<file path="config.mk">
export PLATFORM = sky130hd
export DESIGN_NAME = response_packer
export DESIGN_NICKNAME = d
export VERILOG_FILES = /design/src/rtl/response_packer.sv
export SDC_FILE = /design/constraint.sdc
export NUM_CORES = 1
export LEC_CHECK = 0
export ABC_CLOCK_PERIOD_IN_PS = 5000
export CORE_MARGIN = 3
export CORE_UTILIZATION = 59
export CTS_CLUSTER_DIAMETER = 60
export DETAILED_ROUTE_END_ITERATION = 10
export PLACE_DENSITY_LB_ADDON = 0.1
export SLEW_MARGIN = 20
export SYNTH_ARGS = -nofsm -noshare
export SYNTH_HDL_FRONTEND = slang
export SYNTH_SLANG_ARGS = --single-unit
</file>
<file path="constraint.sdc">
create_clock -name clk -period 5 [get_ports clk]
set_clock_uncertainty 0.2 [all_clocks]
set_input_delay 1.25 -clock clk [delete_from_list [all_inputs] [get_ports clk]]
set_output_delay 1.25 -clock clk [all_outputs]
set_load 0.02 [all_outputs]
</file>
<file path="src/rtl/response_packer.sv">
// Packs pairwise PUF counter comparisons (bit = A > B) into WORD_BITS-wide words
// behind a single-entry valid/ready output register, with a flush on done.
module response_packer #(
    parameter int TOT_CNT_BITS = 32,
    parameter int WORD_BITS    = 32
) (
    input  logic                          clk,
    input  logic                          reset,
    input  logic                          start_puf,
    input  logic                          store_response_puf,
    input  logic [TOT_CNT_BITS-1:0]       puf_response,
    input  logic                          done,
    output logic [WORD_BITS-1:0]          out_data,
    output logic                          out_valid,
    input  logic                          out_ready,
    output logic                          out_last,
    output logic [$clog2(WORD_BITS):0]    out_count,
    output logic                          overflow,
    output logic                          odd_drop
);

    localparam int CW = $clog2(WORD_BITS) + 1;

    typedef enum logic {
        WAIT_A = 1'b0,
        WAIT_B = 1'b1
    } state_t;

    state_t                    state_q, state_d;
    logic [TOT_CNT_BITS-1:0]   a_q, a_d;
    logic [CW-1:0]             bit_cnt_q, bit_cnt_d;
    logic [WORD_BITS-1:0]      acc_q, acc_d;
    logic                      done_prev_q;
    logic                      halted_q, halted_d;
    logic [WORD_BITS-1:0]      out_data_q, out_data_d;
    logic                      out_valid_q, out_valid_d;
    logic                      out_last_q, out_last_d;
    logic [CW-1:0]             out_count_q, out_count_d;
    logic                      overflow_q, overflow_d;
    logic                      odd_drop_q, odd_drop_d;

    logic                      done_edge;
    logic                      cap_bit;
    logic                      word_load;
    logic                      word_last;
    logic [WORD_BITS-1:0]      word_bits;
    logic [CW-1:0]             word_cnt;

    always_comb begin
        state_d     = state_q;
        a_d         = a_q;
        bit_cnt_d   = bit_cnt_q;
        acc_d       = acc_q;
        halted_d    = halted_q;
        out_data_d  = out_data_q;
        out_valid_d = out_valid_q;
        out_last_d  = out_last_q;
        out_count_d = out_count_q;
        overflow_d  = overflow_q;
        odd_drop_d  = odd_drop_q;
        cap_bit     = 1'b0;
        word_load   = 1'b0;
        word_last   = 1'b0;

        done_edge = done & ~done_prev_q;

        // The capture is applied first so a coincident flush includes its bit.
        if (store_response_puf && !halted_q) begin
            if (state_q == WAIT_A) begin
                a_d     = puf_response;
                state_d = WAIT_B;
            end else begin
                cap_bit   = (a_q > puf_response);
                acc_d     = acc_q | (WORD_BITS'(cap_bit) << bit_cnt_q);
                bit_cnt_d = bit_cnt_q + CW'(1);
                state_d   = WAIT_A;
            end
        end

        word_bits = acc_d;
        word_cnt  = bit_cnt_d;

        if (done_edge && !halted_q) begin
            if (state_d == WAIT_B) begin
                odd_drop_d = 1'b1;
            end
            state_d   = WAIT_A;
            a_d       = '0;
            word_load = 1'b1;
            word_last = 1'b1;
            bit_cnt_d = '0;
            acc_d     = '0;
            halted_d  = 1'b1;
        end else if (bit_cnt_d == CW'(WORD_BITS)) begin
            word_load = 1'b1;
            bit_cnt_d = '0;
            acc_d     = '0;
        end

        // A word may load only into an empty slot or one being drained this cycle.
        if (word_load) begin
            if (!out_valid_q || out_ready) begin
                out_data_d  = word_bits;
                out_count_d = word_cnt;
                out_last_d  = word_last;
                out_valid_d = 1'b1;
            end else begin
                overflow_d = 1'b1;
            end
        end else if (out_valid_q && out_ready) begin
            out_valid_d = 1'b0;
        end

        if (start_puf) begin
            state_d     = WAIT_A;
            a_d         = '0;
            bit_cnt_d   = '0;
            acc_d       = '0;
            halted_d    = 1'b0;
            out_valid_d = 1'b0;
            overflow_d  = 1'b0;
            odd_drop_d  = 1'b0;
        end
    end

    always_ff @(posedge clk) begin
        if (reset) begin
            state_q     <= WAIT_A;
            a_q         <= '0;
            bit_cnt_q   <= '0;
            acc_q       <= '0;
            done_prev_q <= 1'b0;
            halted_q    <= 1'b0;
            out_data_q  <= '0;
            out_valid_q <= 1'b0;
            out_last_q  <= 1'b0;
            out_count_q <= '0;
            overflow_q  <= 1'b0;
            odd_drop_q  <= 1'b0;
        end else begin
            state_q     <= state_d;
            a_q         <= a_d;
            bit_cnt_q   <= bit_cnt_d;
            acc_q       <= acc_d;
            done_prev_q <= done;
            halted_q    <= halted_d;
            out_data_q  <= out_data_d;
            out_valid_q <= out_valid_d;
            out_last_q  <= out_last_d;
            out_count_q <= out_count_d;
            overflow_q  <= overflow_d;
            odd_drop_q  <= odd_drop_d;
        end
    end

    assign out_data  = out_data_q;
    assign out_valid = out_valid_q;
    assign out_last  = out_last_q;
    assign out_count = out_count_q;
    assign overflow  = overflow_q;
    assign odd_drop  = odd_drop_q;

endmodule

</file>
* Yosys cells after proc, flatten, opt, wreduce, memory -nomap -nowiden
Cells that the tools add are included.
** Operators by class
- Add/subtract/negate cells :: 1
- $lt $le $gt $ge :: 1
- Equality and inequality tests :: 2
- Shift operators :: 1
- Muxes and demuxes :: 12
- Bitwise operators :: 5
- Reductions and logical operators :: 15
** Operator list (number)
- 2-to-1 mux 32 bit :: 2
- greater-than comparator 32 bit :: 1
- OR 32 bit :: 1
- << shifter 1 x 6 -> 32 bit :: 1
- 2-to-1 mux 6 bit :: 2
- AND reduction 2 bit :: 5
- 2-to-1 mux 1 bit :: 8
- adder 6 x 1 -> 6 bit, second input constant :: 1
- equality test 6 bit, second input constant :: 1
- OR reduction 4 bit :: 1
- logical AND 1 bit :: 3
- NOT 1 bit :: 3
- OR reduction 3 bit :: 1
- logical NOT 1 bit :: 2
- inequality test 2 x 1 -> 1 bit, second input constant :: 1
- nonzero test 2 bit :: 1
- OR reduction 2 bit :: 1
- bitwise AND 1 bit :: 1
- logical OR 1 bit :: 1
** Word-level totals
- Register bits :: 115
- Input port bits :: 38
- Output and inout port bits :: 42
- Word-level logic and storage cells :: 49

* Logic depth before layout (Yosys ltp)
- Word-level depth :: 8
- Mapped depth :: 9
- Depth with buffers taken out :: 8

* Worst setup path after synthesis
OpenSTA, ideal clock, no wires.
- Path kind :: input to register
- Start point :: in puf_response[30]
- End point :: reg acc_q[0]
- Library setup time :: 130 ps
- Arrival time :: 3005 ps
- Data required time :: 4670 ps
- Setup slack :: 1665 ps
- Stages on the path :: 9
- Buffers on the path :: 1
- Cells stage by stage :: inv_1 -> ha_1 -> nand4_1 -> nor3_1 -> a221oi_1 -> o211ai_1 -> a21oi_1 -> clkbuf_1 -> o31ai_1
** Between the ends
- Word-level cells in the longest chain between the ends :: 5
** Ends and longest elaborated chain
- from (decl) :: line 11 : input logic [TOT_CNT_BITS-1:0] puf_response,
- greater-than comparator 32 bit :: line 73 : cap_bit = (a_q > puf_response);
- << shifter 1 x 6 -> 32 bit :: line 74 : acc_d = acc_q | (WORD_BITS'(cap_bit) << bit_cnt_q);
- OR 32 bit :: line 74
- 2-to-1 mux 32 bit :: line 69 : if (state_q == WAIT_A) begin
- 2-to-1 mux 32 bit :: line 68 : if (store_response_puf && !halted_q) begin
- to (signal assigned) :: line 131 : acc_q <= '0;
- to (signal assigned) :: line 144 : acc_q <= acc_d;
- to (decl) :: line 32 : logic [WORD_BITS-1:0] acc_q, acc_d;
Every way passes these cells.
A chain may end at the register's enable or synchronous reset.

* Worst setup path in the final report
- Start point :: in puf_response[27]
- End point :: reg acc_q[13]
Same word-level chain as after synthesis.

==> results.json <==
{
  "ctsHoldBuffers": 0,
  "cts_sinks": 115,
  "antenna_found_initial": 0,
  "hold_viol_final": 0,
  "cts-resized-gates": 0,
  "die_y_um": 104,
  "cts_htree_levels": 4,
  "die_x_um": 104,
  "rr_endpoint": "out_data[9]$_SDFFE_PP0P_",
  "viasPerCell": 5.55,
  "dp.cells": 809,
  "cts_tree": "done",
  "ys_ff_latch": 115,
  "clk_pin_slew_ps": 60,
  "drtPass1Iterations": 4,
  "synth_largest_area_cell": "dfxtp_1",
  "drcViolationCount": 0,
  "tightest_slew_ps": 1010,
  "num_vias": 4670,
  "initial_core_util_pct": 61.1,
  "place.gp.congestion": 0.847,
  "pin_count": 80,
  "grt_pass1_vias": 4641,
  "gr-usage-all-layers_pct": 24.2,
  "clock_insertion_delay_worst_skew_ps": 520,
  "hold_path_class": "register to register",
  "synth-edff-count": 0,
  "power_leakage_nw": 2.94,
  "syn_inst": 629,
  "drt-total-wl_um": 12900,
  "syn-num-nets": 701,
  "rrSetupSlack_ps": 1520,
  "synth_ff_type": "dfxtp_1",
  "grt_max_degree": 82,
  "r2r_cells": 8,
  "fmax_mhz": 267,
  "yosysTopAreaCellShare_pct": 40.4,
  "antenna_left": 0,
  "finalCritPeriodShare_pct": 74.8,
  "antenna_cells": 0,
  "seq_area_frac_synth_pct": 40.4,
  "die_area_um2": 10900,
  "slew_headroom_pct": 32.5,
  "finish.utilization_pct": 76.6,
  "arrival_ps": 3940,
  "postCtsSetupBuffers": 0,
  "syn_area_um2": 5700,
  "crit_start": "puf_response[27]",
  "overflow": 0,
  "synth_area_leaders": "dfxtp_1, mux2i_1, nor2b_1, o31ai_1, ha_1",
  "cp-end-kind": "register",
  "required_ps": 5200,
  "drive_gt1_share_pct": 6.60,
  "tns_ps": 0,
  "slew_violations": 0,
  "rsz0062_at_grt": "no",
  "numCtsBuffers": 17,
  "cp_max_fo": 8,
  "clock-root-buffer": "clkbuf_8",
  "ys_warn_count": 0,
  "io_buffers": 79,
  "dpl.hpwl_um": 8510,
  "yosysUniqueCellTypes": 44,
  "synthArstFlopShare_pct": 0,
  "layout_min_cycle_time_ps": 3740,
  "start_kind": "primary input",
  "clock_path_buffers": 2,
  "synth.avg_cell_area_um2": 9.06,
  "finalNonFillerCells": 841,
  "syn_to_final_growth_pct": 25.4,
  "maxCapViolations": 0,
  "core_um2": 9330,
  "crit_end": "acc_q[13]$_SDFF_PP0_",
  "grt_pass1_wl_um": 21900,
  "r2r-start": "bit_cnt_q[0]$_SDFF_PP0_",
  "nets": 771,
  "wire_per_inst_um": 15.3,
  "layout.cells.most_common": "dfxtp_1",
  "ir_drop_mv": 0.241,
  "final_cell_mix": "dfxtp_1, nor2b_1, clkdlybuf4s50_1",
  "status": "complete, no violations",
  "setup_viol": 0,
  "hold_ws_ps": 242,
  "drt_iter0_drc": 259,
  "powerDensity_nw_per_um2": 325,
  "path_class": "primary input to register",
  "core.rowCount": 35
}
-- Yosys cell counts (7+ instances only) --
cell type    n
nand2_1     61
o31ai_1     64
nand3_1     10
dfxtp_1    115
a21oi_1     17
inv_1       36
nor2_1      47
ha_1        34
a211oi_1     7
clkbuf_1    25
mux2i_1     65
nor2b_1     80
-- kinds of logic (layout without fill, tap and decap cells) --
kind of cell               Yosys count  after routing  synth area share, %
adders and majority gates           34             34                 7.46
buffers and inverters               70            153                 5.00
xor gates and xnor gates             4              4                0.615
DFF                                115            115                 40.4
muxes                               65             65                 11.4
and+or+nand+nor                    233            233                 21.4
AOI/OAI and AO/OA                  108            108                 13.7
-- flip-flops by register name, indices dropped and copies added, names as in the netlist --
register	cells
a_q	32
acc_q	32
bit_cnt_q	6
done_prev_q	1
halted_q	1
odd_drop	1
out_count	6
out_data	32
out_last	1
out_valid	1
overflow	1
state_q	1
-- worst min path at each step --
stage / from / to / slack (ps) / depth (start not counted)
2_1_floorplan: acc_q[0]$_SDFF_PP0_ / acc_q[0]$_SDFF_PP0_ / 220 / 2
3_3_place_gp: acc_q[17]$_SDFF_PP0_ / acc_q[17]$_SDFF_PP0_ / 230 / 2
3_5_place_dp: acc_q[15]$_SDFF_PP0_ / acc_q[15]$_SDFF_PP0_ / 230 / 2
4_1_cts: acc_q[15]$_SDFF_PP0_ / acc_q[15]$_SDFF_PP0_ / 240 / 2
5_1_grt: acc_q[12]$_SDFF_PP0_ / acc_q[12]$_SDFF_PP0_ / 260 / 2
6_report: acc_q[1]$_SDFF_PP0_ / acc_q[1]$_SDFF_PP0_ / 240 / 2
-- critical path, stage by stage --
cell             delay [ps]
clkdlybuf4s50_1         480
inv_1                    50
ha_1                    320
nand4_1                 190
nor4_1                  100
and4b_1                 240
nor4_1                  480
nand3_1                 430
o31ai_1                 400
-- final cells by class --
class	count	area (um2)
Sequential cell	115	2300
Timing Repair Buffer	85	831
Inverter	36	135
Clock inverter	13	150
Clock buffer	19	442
Tap cell	129	161
Fill cell	684	2180
Multi-Input combinational cell	444	3130
-- metrics by stage --
step	instance area, um2	total power [mW]	setup WS (ps)
3_3_place_gp	6560	1.14	905
5_1_grt	7150	2.40	1070
4_1_cts	7150	2.34	1270
6_report	7150	2.32	1260
3_5_place_dp	6560	1.15	812
2_1_floorplan	5700	1.08	1670
-- routing by layer --
layer  global-route usage [%]  vias up  routed length (um)
met5                        0        -                   0
li1                         -     2345                   -
met4                     8.64        0                 191
met1                     28.6     2202                5530
met3                     5.21       18                 532
met2                     43.2      105                6610
-- report_power, final --
| part | leakage, nW | internal (mW) | switching (mW) | total [mW] |
|---|---|---|---|---|
| combinational | 1.72 | 0.0888 | 0.106 | 0.195 |
| clock | 0.286 | 0.743 | 0.447 | 1.19 |
| sequential | 0.930 | 0.930 | 0.00775 | 0.937 |
Power figures use the tool's default switching activity.
